<file path="src/rtl/bidir_serializer.sv">
// Parallel-to-serial shifter, MSB- or LSB-first per word; first bit visible the cycle after load, done after WIDTH consumed bits.
// shift_en low freezes the word; load_ready reopens only in IDLE or on the consumed last bit, so back-to-back words leave no gap.
module bidir_serializer #(
  parameter int WIDTH = 4
) (
  input  logic             clk,
  input  logic             reset,
  input  logic             load_valid,
  input  logic [WIDTH-1:0] load_data,
  input  logic             direction,
  output logic             load_ready,
  input  logic             shift_en,
  output logic             serial_out,
  output logic             serial_valid,
  output logic             done
);

  localparam int CW = (WIDTH > 1) ? $clog2(WIDTH) : 1;

  typedef enum logic {IDLE = 1'b0, SHIFT = 1'b1} state_t;

  state_t           state, state_n;
  logic [WIDTH-1:0] sreg;
  logic [CW-1:0]    cnt;
  logic             dir_q;
  logic             last;
  logic             handshake;

  assign last      = (state == SHIFT) && (cnt == '0);
  assign handshake = load_valid && load_ready;

  always_ff @(posedge clk or posedge reset) begin
    if (reset) state <= IDLE;
    else       state <= state_n;
  end

  always_comb begin
    state_n = state;
    case (state)
      IDLE:    if (handshake) state_n = SHIFT;
      SHIFT:   if (last && shift_en) state_n = handshake ? SHIFT : IDLE;
      default: state_n = IDLE;
    endcase
  end

  always_comb begin
    serial_valid = (state == SHIFT);
    serial_out   = 1'b0;
    if (state == SHIFT) serial_out = dir_q ? sreg[0] : sreg[WIDTH-1];
    done         = last && shift_en;
    load_ready   = (state == IDLE) || (last && shift_en);
  end

  // A reload on the last-bit edge takes priority over the final shift.
  always_ff @(posedge clk or posedge reset) begin
    if (reset) begin
      sreg  <= '0;
      cnt   <= '0;
      dir_q <= 1'b0;
    end else if (handshake) begin
      sreg  <= load_data;
      cnt   <= CW'(WIDTH - 1);
      dir_q <= direction;
    end else if ((state == SHIFT) && shift_en && (cnt != '0)) begin
      sreg <= dir_q ? {1'b0, sreg[WIDTH-1:1]} : {sreg[WIDTH-2:0], 1'b0};
      cnt  <= cnt - CW'(1);
    end
  end

endmodule

</file>
<file path="config.mk">
export PLATFORM = sky130hd
export DESIGN_NAME = bidir_serializer
export DESIGN_NICKNAME = d
export VERILOG_FILES = /design/src/rtl/bidir_serializer.sv
export SDC_FILE = /design/constraint.sdc
export NUM_CORES = 1
export LEC_CHECK = 0
export ABC_AREA = 1
export ABC_CLOCK_PERIOD_IN_PS = 2250
export CORE_UTILIZATION = 35
export CTS_CLUSTER_DIAMETER = 60
export DETAILED_ROUTE_END_ITERATION = 12
export PLACE_DENSITY = 0.66
export SLEW_MARGIN = 40
export SYNTH_ARGS = -nofsm -noshare
export SYNTH_HDL_FRONTEND = slang
export SYNTH_SLANG_ARGS = --single-unit
</file>
<file path="constraint.sdc">
create_clock -name clk -period 2.25 [get_ports clk]
set_clock_uncertainty 0.1 [all_clocks]
set_input_delay 0.3375 -clock clk [delete_from_list [all_inputs] [get_ports clk]]
set_output_delay 0.3375 -clock clk [all_outputs]
set_load 0.02 [all_outputs]
</file>
==> impl_results.md <==
* Min Tclk post-route at 2.10 ns
* Num CTS Buffers at 3
* Met3 Usage GRT at 8.52%
* GPL Wtd Cong at 0.784
* Post-CTS setup buffers at 0
* IO Pins at 13
* Hold buffer count at CTS at 0
* Power Density at 1220 nW/µm²
* Cell Area, Synth at 488 µm²
* Cell Area, Placed at 623 µm²
* Routed Antenna Nets at 0
* Root Driver: clkbuf_4
* Dpl ws at 0.204 ns
* First-pass DRT Iterations at 4
* Global route hottest layer: met2
* Vias per cell at 4.58
* Setup CP Type: reg -> out
* Critical Path Start Type: flop
* RR Startpoint: cnt[0]
* Hold Path Class: in -> async
* Die Height at 39.3 µm
* Final Cycle Share at 93.5%
* Average cell area after synthesis at 6.78 µm²
* Fin. Hold Viols at 0
* Synth warn at 0
* Met1 Usage GRT at 21.4%
* Final Max Slew Viols at 0
* Post-DP HPWL at 796 µm
* Global route overflow at 0
* Largest net degree at the start of global routing at 12
* Slowest stage cell, crit path: clkdlybuf4s50_1
* Resized cells post-CTS at 0
* Critical path, cell by cell: inv_1 -> ha_1 -> nand3_2 -> nand2_2 -> clkdlybuf4s50_1
* Outcome: complete, no violations
* Antenna cells at 0
* Clock Latency Late Sink at 0.25 ns
* Final setup vio count at 0
* Syn Nets at 82
* Worst path max stage delay at 0.60 ns
* DIE WIDTH at 39.3 µm
* Final instance area at 646 µm²
* Largest buffer count on any clock path at 2
* Setup_tns at 0 ns
* Fin nets at 99
* Synth-to-layout area growth at 32.3%
* Routed wire per std cell at 9.90 µm
* Syn Inst Count at 72
* Worst r2r dst: sreg[2]
* Die area at 1550 µm²
* Via count at 467
* CTS tree: done
* Cell Rows at 13
* Leakage power total at 0.370 nW
* Setup ws final at 0.147 ns
* CP arrival at 1.67 ns
* FF-to-FF path depth at 9
* Sequential fraction of the synthesis area at 41.0%
* VDD IR max at 0.747 mV
* Clk slew on worst S/H paths at 0.05 ns
* Initial antenna violation count at 0
* Worst EP required at 1.81 ns
* Number of buffers added on ports at 12
* Tightest Pin Transition at 0.302 ns
* DRT iter0 DRCs at 16
* Distinct cells, synth at 12
* Clock Sinks at 8
* Max-slew headroom at 79.8%
* Worst setup EP type: output pin
* Met2 usage at 24.6%
* Synthesized flop and latch total at 8
* Htree depth at 1
* Crit path max fanout at 2
* Max_cap viols at 0
* Area of the core at 1300 µm²
* Routed WL at 1010 µm
* First-pass GRT wire length at 1680 µm
* Number of fill cells at 137
* Vias in the first global route at 408
* Drt drc at 0
* Fmax at 475 MHz
* Unrepaired setup endpoints after global routing: false
* Layout cell share with drive strength beyond 1 at 9.20%
* Starting density of the core at 37.5%
* R2R Setup Slk at 0.76 ns
* Overall Global Routing Usage at 17.0%
[routing by layer]
layer	routed length, µm	share of wire (%)	vias to the layer above
li1	-	-	251
met1	474	47	209
met2	487	48	7
met3	47	4.7	0
met4	0	0	0
met5	0	0	-
[report_power, final]
part | switching (W) | total [W] | internal [W]
combinational | 0.000236 | 0.000412 | 0.000176
clock | 0.0000458 | 0.000107 | 0.0000608
sequential | 0.0000558 | 0.000267 | 0.000211
total | 0.000337 | 0.000785 | 0.000448
[sequential cells by signal (all words and copies together), names as in the netlist]
register and cells:
sreg 4, cnt 2, dir_q 1, serial_valid 1
[through the flow]
| step | total power, W | hold WS [ns] | utilization (%) | instances |
|---|---|---|---|---|
| 2_1_floorplan | 0.000539 | 0.0532 | - | 72 |
| 3_3_place_gp | 0.000670 | 0.372 | 47.9 | 99 |
| 3_5_place_dp | 0.000683 | 0.391 | 47.9 | 99 |
| 4_1_cts | 0.000792 | 0.229 | 49.6 | 102 |
| 5_1_grt | 0.000868 | 0.250 | 49.6 | 102 |
| 6_report | 0.000785 | 0.222 | 49.6 | 102 |
[area by class of cell]
| cell class | count | area (µm²) | share of cell area (%) |
|---|---|---|---|
| inverter | 13 | 48.8 | 7.56 |
| clock buffer | 3 | 22.5 | 3.49 |
| multi-input combinational | 50 | 228 | 35.3 |
| sequential | 8 | 200 | 31.0 |
| tap | 15 | 18.8 | 2.91 |
| timing repair buffer | 13 | 128 | 19.8 |
[worst max-delay path by stage]
stage | startpoint | endpoint | slack [ns]
after detailed placement | shift_en | load_ready | 0.20
final | cnt[1] | load_ready | 0.15
after floorplan | cnt[0] | sreg[0] | 0.83
after global routing | cnt[0] | load_ready | 0.05
after global placement | shift_en | load_ready | 0.21
after CTS | cnt[0] | load_ready | 0.14
[cells in the final DEF (no fill, tap or decap), drive strengths merged]
| master | netlist | layout |
|---|---|---|
| ha | 1 | 1 |
| inv | 13 | 13 |
| nand2 | 32 | 32 |
| clkdlybuf4s50 | 0 | 12 |
| dfrtp | 8 | 8 |
| clkbuf | 0 | 3 |
| nand3 | 11 | 11 |
| nor2 | 4 | 4 |
| buf | 1 | 1 |
| o21ai | 1 | 1 |
| o211ai | 1 | 1 |
[cell usage after synthesis, drive strengths merged]
cell type	instances	area share (%)
inv	13	10
nand3	11	12
nand2	32	26
ha	1	2.6
o211ai	1	1.5
dfrtp	8	41
buf	1	2.3
o21ai	1	1.0
nor2	4	3.6
[critical path, delay by kind of cell (launching register included)]
kind / cells / cell delay, ns
buffers and inverters: 2 / 0.67
flip-flops: 1 / 0.38
adder cells (fa/ha/maj): 1 / 0.19
AND/OR/NAND/NOR: 2 / 0.19
[cell families (layout without fill, tap and decap cells)]
group / after synthesis / in the layout / share of synthesized area [%]
AND/OR/NAND/NOR: 47 / 47 / 41.5
buffers and inverters: 14 / 29 / 12.3
flip-flops: 8 / 8 / 41.0
AO/OA/AOI/OAI: 2 / 2 / 2.56
adder cells (fa/ha/maj): 1 / 1 / 2.56
(Power assumes the default switching activity.)
